File: src/rtl/sram_pkg.sv
// Shared types and constants for the asynchronous SRAM controller.
package sram_pkg;

    localparam int ADDR_W              = 19;
    localparam int DATA_W              = 16;
    localparam int CNT_W               = 4;
    localparam int WAIT_CYCLES_DEFAULT = 2;

    typedef enum logic [1:0] {
        IDLE,
        SETUP,
        ACCESS,
        HOLD
    } state_t;

endpackage

File: src/rtl/sram_ctrl.sv
// Single-port asynchronous SRAM controller: IDLE -> SETUP -> ACCESS x WAIT_CYCLES -> HOLD.
// Optional macro SRAM_CTRL_PERF_EN adds rd_count/wr_count completion counters.
module sram_ctrl
    import sram_pkg::*;
#(
    parameter int WAIT_CYCLES = WAIT_CYCLES_DEFAULT
) (
    input  logic              clk,
    input  logic              rst_n,
    input  logic              req_valid,
    output logic              req_ready,
    input  logic              req_we,
    input  logic [ADDR_W-1:0] req_addr,
    input  logic [DATA_W-1:0] req_wdata,
    output logic              rsp_valid,
    output logic [DATA_W-1:0] rsp_rdata,
    output logic [ADDR_W-1:0] ADR,
    output logic [DATA_W-1:0] DAT_O,
    output logic              DAT_OE,
    input  logic [DATA_W-1:0] DAT_I,
    output logic              RAMOE,
    output logic              RAMWE,
    output logic              RAMCS
`ifdef SRAM_CTRL_PERF_EN
    ,
    output logic [31:0]       rd_count,
    output logic [31:0]       wr_count
`endif
);

    state_t             state_q, state_d;
    logic [CNT_W-1:0]   cnt_q, cnt_d;
    logic               we_q, we_d;
    logic               accept;
    logic               last_access;

    // NOTE: every signal assigned here gets a default first, so no path leaves it unassigned and no latch is inferred.
    always_comb begin
        state_d     = state_q;
        cnt_d       = cnt_q;
        accept      = 1'b0;
        last_access = 1'b0;
        case (state_q)
            IDLE: begin
                if (req_valid) begin
                    accept  = 1'b1;
                    state_d = SETUP;
                end
            end
            SETUP: begin
                state_d = ACCESS;
                cnt_d   = CNT_W'(WAIT_CYCLES - 1);
            end
            ACCESS: begin
                if (cnt_q == '0) begin
                    last_access = 1'b1;
                    state_d     = HOLD;
                end else begin
                    cnt_d = cnt_q - CNT_W'(1);
                end
            end
            HOLD:    state_d = IDLE;
            default: state_d = IDLE;
        endcase
        we_d = accept ? req_we : we_q;
    end

    // NOTE: sequential state uses non-blocking assignments so every register samples pre-edge values.
    always_ff @(posedge clk or negedge rst_n) begin
        if (!rst_n) begin
            state_q <= IDLE;
            cnt_q   <= '0;
            we_q    <= 1'b0;
        end else begin
            state_q <= state_d;
            cnt_q   <= cnt_d;
            we_q    <= we_d;
        end
    end

    // Outputs are decoded from the next state and registered, so pins never glitch.
    always_ff @(posedge clk or negedge rst_n) begin
        if (!rst_n) begin
            req_ready <= 1'b1;
            RAMCS     <= 1'b1;
            RAMOE     <= 1'b1;
            RAMWE     <= 1'b1;
            DAT_OE    <= 1'b0;
            ADR       <= '0;
            DAT_O     <= '0;
            rsp_valid <= 1'b0;
            rsp_rdata <= '0;
        end else begin
            req_ready <= (state_d == IDLE);
            RAMCS     <= (state_d == IDLE);
            RAMOE     <= ~((state_d == ACCESS) && !we_d);
            RAMWE     <= ~((state_d == ACCESS) && we_d);
            DAT_OE    <= we_d && (state_d != IDLE);
            rsp_valid <= (state_d == HOLD);
            if (accept) begin
                ADR <= req_addr;
                if (req_we) begin
                    DAT_O <= req_wdata;
                end
            end
            if (last_access && !we_q) begin
                rsp_rdata <= DAT_I;
            end
        end
    end

`ifdef SRAM_CTRL_PERF_EN
    always_ff @(posedge clk or negedge rst_n) begin
        if (!rst_n) begin
            rd_count <= '0;
            wr_count <= '0;
        end else if (rsp_valid) begin
            if (we_q) begin
                wr_count <= wr_count + 32'd1;
            end else begin
                rd_count <= rd_count + 32'd1;
            end
        end
    end
`endif

endmodule

File: config.mk
export PLATFORM = sky130hd
export DESIGN_NAME = sram_ctrl
export DESIGN_NICKNAME = d
export VERILOG_FILES = /design/src/rtl/sram_pkg.sv /design/src/rtl/sram_ctrl.sv
export SDC_FILE = /design/constraint.sdc
export NUM_CORES = 1
export LEC_CHECK = 0
export BUFFER_PORTS_ARGS = -buffer_cell sky130_fd_sc_hd__buf_2
export CAP_MARGIN = 0
export CORE_ASPECT_RATIO = 0.7
export CORE_MARGIN = 2
export CORE_UTILIZATION = 50
export DETAILED_ROUTE_END_ITERATION = 6
export PLACE_DENSITY = 0.84
export REMOVE_ABC_BUFFERS = 1
export SLEW_MARGIN = 10
export SYNTH_ARGS = -nofsm -noshare
export SYNTH_HDL_FRONTEND = slang
export SYNTH_SLANG_ARGS = --single-unit
File: constraint.sdc
create_clock -name clk -period 5.2 [get_ports clk]
set_input_delay 0.52 -clock clk [delete_from_list [all_inputs] [get_ports clk]]
set_output_delay 0.52 -clock clk [all_outputs]
set_load 0.05 [all_outputs]
==> results of run 1 <==
## cells in the mapped netlist (all sizes together), types with 2 or more instances
| master | instances |
|---|---|
| or3b | 2 |
| ha | 6 |
| nand2 | 4 |
| clkbuf | 3 |
| buf | 3 |
| mux2 | 53 |
| inv | 4 |
| nand3 | 3 |
| dfrtp | 60 |
| o21ai | 2 |
| dfstp | 3 |
| nor2 | 6 |
## how the worst max path moves through the flow
stage,end,from
after global routing,rsp_rdata[3]$_DFFE_PN0P_,cnt_q[0]$_DFFE_PN0P_
after CTS,rsp_rdata[3]$_DFFE_PN0P_,cnt_q[0]$_DFFE_PN0P_
final,rsp_rdata[3]$_DFFE_PN0P_,cnt_q[0]$_DFFE_PN0P_
after floorplan,rsp_rdata[0]$_DFFE_PN0P_,cnt_q[0]$_DFFE_PN0P_
after global placement,rsp_rdata[11]$_DFFE_PN0P_,cnt_q[0]$_DFFE_PN0P_
after detailed placement,rsp_rdata[3]$_DFFE_PN0P_,cnt_q[0]$_DFFE_PN0P_
## state kept, by name, summed over array words and instances, names as in the netlist
name	cells
ADR	19
DAT_O	16
rsp_rdata	16
cnt_q	4
state_q	2
DAT_OE	1
RAMCS	1
RAMOE	1
RAMWE	1
rsp_valid	1
we_q	1
## metrics by stage
step | hold slack, ps | std cells | util, % | instance area (um^2) | worst slack (ps)
after floorplan | 224 | 154 | - | 2450 | 3130
after global placement | 483 | 335 | 64.7 | 3100 | 2980
after detailed placement | 488 | 335 | 64.7 | 3100 | 2890
after CTS | 362 | 350 | 68.2 | 3260 | 2880
after global routing | 400 | 350 | 68.2 | 3260 | 2780
final | 345 | 350 | 68.2 | 3260 | 2890
## cells by family (layout without fill, tap and decap cells)
kind of cell | count (synthesis) | after routing
AOI/OAI and AO/OA | 7 | 7
adders and majority gates | 6 | 6
buffers and inverters | 10 | 131
DFF | 63 | 63
muxes | 53 | 53
and+or+nand+nor | 21 | 21
## critical path, cell delays in order (launching register included)
cell	delay (ps)
dfrtp_1	390
inv_1	110
ha_1	200
or3b_4	430
nor3b_4	650
mux2_2	420
## cells in the final DEF, fill, tap and decap left out
master and n:
a21bo_2 1, buf_2 111, dfstp_2 3, mux2_2 53, nor2b_1 1, nand2b_1 1
nand2_1 4, o21ai_0 2, nor3b_4 1, nand3b_1 1, or3b_2 1, clkbuf_8 10
clkinv_2 3, o22ai_1 1, clkinvlp_4 1, and2_1 1, or3b_4 1, o21a_1 1
ha_1 6, a221oi_2 1, nor3_1 1, inv_1 4, clkbuf_1 1, buf_4 1
o211ai_1 1, nor2_1 6, nand3_1 3, dfrtp_1 60
## per-layer routing
layer / part of all wire (%) / vias up / wire length [um]
li1: - / 789 / -
met1: 41 / 818 / 1900
met2: 49 / 52 / 2270
met3: 7.5 / 8 / 344
met4: 1.9 / 0 / 86
met5: 0 / - / 0
## layout make-up
class	instances	area, um^2
Sequential cell	63	1580
Clock inverter	4	22.5
Multi-Input combinational cell	87	851
Tap cell	69	86.3
Fill cell	377	1520
Timing Repair Buffer	112	563
Clock buffer	11	141
Inverter	4	15.0
==> flow_metrics.py, run 1 <==
metrics = {
    "die": {
        "rows": 21,
        "start_util_pct": 51.9,
        "die_area_mm2": 0.00555,
        "die_width_um": 88.2,
        "io_pins": 112,
        "die-height_um": 62.9,
        "core-area_mm2": 0.00478,
    },
    "sta": {
        "finalHoldViolations": 0,
        "period_needed_ps": 2310,
        "slew_violations": 0,
        "skew_ps": 2.62,
        "finalSetupViolCount": 0,
        "worst-slew-pin-transition_ps": 812,
        "tns_ps": 0,
        "fin_crit_sh_pct": 44.4,
        "rsz0062_at_grt": "no",
        "slew_headroom_pct": 45.7,
        "max_freq_ghz": 0.433,
    },
    "global_route": {
        "track_usage_pct": 18.0,
        "antenna_found_initial": 0,
        "grt_first_pass_wirelength_um": 7490,
        "grt_use_met3_pct": 7.40,
        "use_met1_pct": 20.8,
        "global_route.overflow_total": 0,
        "grt_pass1_vias": 1670,
        "busiest_layer": "met2",
        "grt_use_met2_pct": 28.9,
        "grt_max_degree": 64,
    },
    "final_layout": {
        "nets": 338,
        "antenna_cells": 0,
        "area_growth_pct": 31.4,
        "drive_above_1_share_pct": 66.5,
    },
    "synth": {
        "synthTopCellsByArea": "dfrtp_1 61%, mux2_2 24%, dfstp_2 3.2%, ha_1 3.0%, nor2_1 0.91%",
        "synth_edf_count": 0,
        "synth_top_area_cell": "dfrtp_1",
        "synth_top_area_share_pct": 60.5,
        "synth-compound-area-share_pct": 2.27,
        "ys_seq_elements": 63,
        "syn_area_mm2": 0.00248,
        "synth_top_family_by_area": "multiplexers",
        "synthMuxAreaShare_pct": 24.1,
        "async_flop_share_pct": 100,
        "synth.distinct_cells": 26,
        "yosysSeqAreaShare_pct": 63.7,
        "synthAdderAreaFrac_pct": 3.03,
        "synthXorXnorAreaFrac_pct": 0,
        "synthFlopType": "dfrtp_1",
        "yosys.area_share.simple_pct": 4.94,
        "syn_inst": 160,
        "avgSynthCellArea_um2": 15.5,
        "yosys_warnings": 0,
    },
    "detailed_routing": {
        "routed_via_density": 4.76,
        "drc": 0,
        "drt_first_pass_iters": 4,
        "ant_nets": 0,
        "vias": 1667,
        "routed_wl_um": 4600,
        "dr.first_iter.drc_count": 70,
        "routedWlPerCell_um": 13.2,
    },
    "flow_run": {
        "maxCapViolations": 0,
    },
    "clock_tree": {
        "hold_buffers": 0,
        "clk_pin_slew_ps": 60,
        "cts_tree": "done",
        "clkLatencyLatePin_ps": 330,
        "cts-root-buf": "clkbuf_8",
        "cts_num_sinks": 63,
        "post-cts-setup-buffer-count": 0,
        "cts_inserted_buffers": 9,
        "clockBufferDepth": 2,
        "htreeDepth": 3,
        "ctsResizeCount": 0,
    },
    "critical_path": {
        "cp.required_ps": 5410,
        "rr_worst_depth": 5,
        "cp_max_fo": 16,
        "crit_path_end_kind": "register",
        "arrival_ps": 2520,
        "r2r_start": "cnt_q[0]$_DFFE_PN0P_",
        "worst_r2r_endpoint": "rsp_rdata[3]$_DFFE_PN0P_",
        "startpoint_type": "register",
        "worstSetupPathType": "register to register",
        "rrSetupSlack_ps": 2890,
    },
    "placement": {
        "gp_congestion": 0.752,
        "hpwl_um": 3400,
        "numPortBuffers": 111,
    },
    "worst_hold_path": {
        "hp-class": "primary input to async pin",
    },
    "status": {
        "status": "completed",
    },
}
Power of run 1 is left out: the tool's default activity adds up to more than one toggle a clock period on the data nets, which glitch-free logic cannot reach.
==> run 2: changes to the inputs <==
CORE_UTILIZATION = 46   (was 50)
PLACE_DENSITY = 0.78   (was 0.84)
clock period = 2.2 ns   (was 5.2 ns; I/O delays follow)
==> run 2 against run 1 <==
  * Die area increased by 8.2%
  * Hold slack got worse by 220 ps
  * Clock-buffer cell count increased by 2
  * Flip-flop and latch count unchanged
  * Highest routed layer unchanged
==> flow_metrics.py, run 2 (same netlist as run 1, synthesis figures left out) <==
metrics = {
    "sta": {
        "skew_ps": 8.95,
        "finalHoldViolations": 0,
        "whs_ps": 123,
        "slew_violations": 0,
        "max_freq_ghz": 0.508,
        "slew_headroom_pct": 72.0,
        "tns_ps": 0,
        "finalSetupViolCount": 0,
        "worst-slew-pin-transition_ps": 420,
        "rsz0062_at_grt": "no",
        "fin_crit_sh_pct": 89.5,
        "period_needed_ps": 1970,
    },
    "placement": {
        "hpwl_um": 3480,
        "gp_congestion": 0.693,
        "numPortBuffers": 111,
        "place_inst": 341,
    },
    "critical_path": {
        "arrival_ps": 2170,
        "worstPathCellList": "inv_1, ha_1, or3b_4, nor3b_4, buf_12, mux2_2",
        "max_stage_delay_ps": 430,
        "crit_start": "cnt_q[0]$_DFFE_PN0P_",
        "cpLargestDelayFamily": "simple AND/OR/NAND/NOR gates",
        "cp_num_buf_inv": 2,
        "cp_max_fo": 16,
        "startpoint_type": "register",
        "cp.required_ps": 2400,
        "critPathSlowestCell": "or3b_4",
        "r2r_start": "cnt_q[0]$_DFFE_PN0P_",
        "crit_path_end_kind": "register",
        "worstSetupPathType": "register to register",
    },
    "die": {
        "die_area_mm2": 0.00601,
        "core-area_mm2": 0.00523,
        "io_pins": 112,
        "die_width_um": 91.8,
        "die-height_um": 65.4,
        "start_util_pct": 47.4,
        "rows": 22,
    },
    "detailed_routing": {
        "ant_nets": 0,
        "drt_first_pass_iters": 3,
        "routed_via_density": 4.71,
        "routed_wl_um": 4800,
        "vias": 1687,
        "dr.first_iter.drc_count": 57,
        "routedWlPerCell_um": 13.4,
        "drc": 0,
    },
    "clock_tree": {
        "cts_inserted_buffers": 9,
        "cts_tree": "done",
        "clkLatencyLatePin_ps": 320,
        "clockBufferDepth": 2,
        "cts-root-buf": "clkbuf_8",
        "post-cts-setup-buffer-count": 0,
        "htreeDepth": 3,
        "cts_num_sinks": 63,
        "clk_pin_slew_ps": 70,
    },
    "global_route": {
        "grt_max_degree": 64,
        "grt_pass1_vias": 1729,
        "track_usage_pct": 17.1,
        "antenna_found_initial": 0,
        "grt_first_pass_wirelength_um": 7880,
        "global_route.overflow_total": 0,
    },
    "worst_hold_path": {
        "hp-class": "primary input to register",
        "worstHoldStart": "req_wdata[5]",
    },
    "flow_run": {
        "maxCapViolations": 0,
    },
    "final_layout": {
        "regMostFlops": "ADR",
        "reg_top3": "ADR: 19 flops, DAT_O: 16 flops, rsp_rdata: 16 flops",
        "largest_reg_flops": 19,
        "fin_util_pct": 65.1,
        "area_growth_pct": 37.3,
        "antenna_cells": 0,
        "final_cells": 358,
        "nets": 342,
        "drive_above_1_share_pct": 66.4,
        "final_common_cell": "buf_2",
        "final_cell_mix": "111 x buf_2, 60 x dfrtp_1, 53 x mux2_2",
    },
    "status": {
        "status": "completed",
    },
}
## run 2: worst reg2reg max path, cell delays in order (launching register included)
cell	delay, ps
dfrtp_1	380
inv_1	110
ha_1	190
or3b_4	430
nor3b_4	220
buf_12	180
mux2_2	350
## run 2: through the flow
stage | cell area, um^2 | setup WS, ps
6_report | 3410 | 230
4_1_cts | 3410 | 236
3_3_place_gp | 3150 | 293
5_1_grt | 3410 | 146
3_5_place_dp | 3150 | 257
2_1_floorplan | 2450 | 131
## run 2: final cells by class
type | instances | area, um^2
repair buffers | 116 | 621
clock buffers | 13 | 159
fillers | 421 | 1820
clock inverters | 3 | 90.1
multi-input cells | 87 | 851
inverters | 4 | 15.0
well taps | 72 | 90.1
flip-flops and latches | 63 | 1580
## run 2: routing by layer
| layer | wire length, um | up-vias | global-route usage [%] |
|---|---|---|---|
| met3 | 296 | 5 | 7.57 |
| met2 | 2450 | 46 | 29.8 |
| li1 | - | 797 | - |
| met4 | 36 | 0 | 4.48 |
| met1 | 2010 | 839 | 19.5 |
| met5 | 0 | - | 0 |
## run 2: timing repair
| action | 4_1_cts | 5_1_grt |
|---|---|---|
| resized for setup | 0 | 0 |
| endpoints found under the hold margin | 60 | 0 |
| hold buffers | 1 | 0 |
## run 2: path summary, 6_finish.rpt
kind	end	slack [ps]	cells past startpoint
worst min register to register	ADR[6]$_DFFE_PN0N_	500	1
min in group asynchronous	rsp_rdata[3]$_DFFE_PN0P_	440	3
worst max-delay path	rsp_rdata[11]$_DFFE_PN0P_	230	6
worst max register to register	rsp_rdata[11]$_DFFE_PN0P_	230	6
max in group asynchronous	RAMWE$_DFF_PN1_	1450	3
worst min-delay path	DAT_O[5]$_DFFE_PN0P_	120	2
Power of run 2 is left out for the same reason.
==> run 3: changes to the inputs <==
REMOVE_ABC_BUFFERS = default   (was 1)
==> run 3 against run 2 <==
  * Critical path type unchanged
  * Highest routed layer unchanged
  * Flip-flop and latch count stayed put
  * Clock skew is 2.1 ps lower
  * Non-clock buffer count stayed put
  * Largest cell class unchanged
  * Die area stayed put
==> flow_metrics.py, run 3 (same netlist as run 1, synthesis figures left out) <==
metrics = {
    "global_route": {
        "global_route.overflow_total": 0,
        "antenna_found_initial": 0,
        "grt_first_pass_wirelength_um": 8150,
        "grt_pass1_vias": 1785,
        "grt_max_degree": 42,
        "track_usage_pct": 18.2,
    },
    "critical_path": {
        "r2r_start": "cnt_q[0]$_DFFE_PN0P_",
        "worstSetupPathType": "register to register",
        "rr_worst_depth": 6,
        "cp_max_fo": 16,
        "worst_r2r_endpoint": "rsp_rdata[9]$_DFFE_PN0P_",
        "arrival_ps": 2180,
        "crit_path_end_kind": "register",
        "crit_start": "cnt_q[0]$_DFFE_PN0P_",
        "cp.required_ps": 2400,
        "rrSetupSlack_ps": 230,
        "startpoint_type": "register",
        "worstSetupEndpoint": "rsp_rdata[9]$_DFFE_PN0P_",
    },
    "final_layout": {
        "area_growth_pct": 34.5,
        "regArea_mm2": 0.00158,
        "final_cell_mix": "111 x buf_2, 60 x dfrtp_1, 53 x mux2_2",
        "drive_above_1_share_pct": 66.1,
        "regMostFlops": "ADR",
        "reg_top3": "ADR: 19 flops, DAT_O: 16 flops, rsp_rdata: 16 flops",
        "antenna_cells": 0,
        "largest_reg_flops": 19,
        "final_common_cell": "buf_2",
        "nets": 342,
        "multi_input_area_um2": 851,
        "stdcell_area_mm2": 0.00334,
        "n_fill_cell": 423,
    },
    "clock_tree": {
        "clk_pin_slew_ps": 60,
        "cts_tree": "done",
        "cts_inserted_buffers": 9,
        "cts_num_sinks": 63,
        "htreeDepth": 3,
        "ctsResizeCount": 0,
        "clockBufferDepth": 2,
        "clkLatencyLatePin_ps": 320,
        "cts-root-buf": "clkbuf_8",
    },
    "placement": {
        "hpwl_um": 3800,
        "dpl_cell_area_mm2": 0.00315,
        "numPortBuffers": 111,
        "gp_congestion": 0.781,
    },
    "flow_run": {
        "maxCapViolations": 0,
    },
    "detailed_routing": {
        "routedWlPerCell_um": 14.0,
        "drc": 0,
        "vias": 1688,
        "routed_via_density": 4.72,
        "ant_nets": 0,
        "dr.first_iter.drc_count": 33,
        "routed_wl_um": 5030,
        "drt_first_pass_iters": 4,
    },
    "sta": {
        "fin_crit_sh_pct": 89.6,
        "finalSetupViolCount": 0,
        "max_freq_ghz": 0.507,
        "worst-slew-pin-transition_ps": 512,
        "slew_headroom_pct": 65.9,
        "tns_ps": 0,
        "whs_ps": 123,
        "rsz0062_at_grt": "no",
        "skew_ps": 6.89,
        "period_needed_ps": 1970,
        "finalHoldViolations": 0,
        "slew_violations": 0,
    },
    "die": {
        "io_pins": 112,
        "die-height_um": 65.4,
        "rows": 22,
        "core-area_mm2": 0.00523,
        "start_util_pct": 47.4,
        "die_area_mm2": 0.00601,
        "die_width_um": 91.8,
    },
    "worst_hold_path": {
        "hp-class": "primary input to register",
    },
    "status": {
        "status": "completed",
    },
    "synth": {
        "syn_nets": 221,
    },
}
run 3: changes by cell type in the layout (fill, tap and decap cells not counted):
cell and delta:
bufinv_16 -3, clkbuf_1 +1, clkbuf_8 +1, clkinv_2 +1
run 3: how the worst min path moves through the flow:
stage,from,endpoint,cells past startpoint
floorplan,rst_n,ADR[0]$_DFFE_PN0N_,0
finish,DAT_I[7],rsp_rdata[7]$_DFFE_PN0P_,2
CTS,DAT_I[7],rsp_rdata[7]$_DFFE_PN0P_,2
detailed placement,rst_n,DAT_O[11]$_DFFE_PN0P_,1
global placement,rst_n,DAT_O[5]$_DFFE_PN0P_,1
global route,req_wdata[7],DAT_O[7]$_DFFE_PN0P_,2
run 3: critical path, cell delays in order, from the launching register on:
cell	delay, ps
dfrtp_1	380
inv_1	100
ha_1	200
or3b_4	430
nor3b_4	220
buf_12	180
mux2_2	340
run 3: routing by layer:
layer	GRT usage, %	share of wire [%]	up-vias
li1	-	-	797
met1	19.8	41	826
met2	31.0	50	60
met3	8.60	8.1	5
met4	7.28	0.95	0
met5	0	0	-
run 3: cell type report:
class                           instances  area share (%)
Sequential cell                        63            47.3
Multi-Input combinational cell         87            25.5
Clock buffer                           15            5.28
Timing Repair Buffer                  116            18.6
Tap cell                               72            2.70
Clock inverter                          1           0.150
Inverter                                4           0.450
run 3: timing repair:
item                      CTS  global route
hold endpoints to repair   22             0
hold buffers                1             0
buffers inserted            0             0
run 3: stage by stage:
stage	worst slack, ps	utilization [%]	cells
floorplan	212	-	160
global placement	299	60.2	341
detailed placement	229	60.2	341
CTS	219	63.8	358
global route	127	63.8	358
finish	228	63.8	358
Power of run 3 is left out for the same reason.
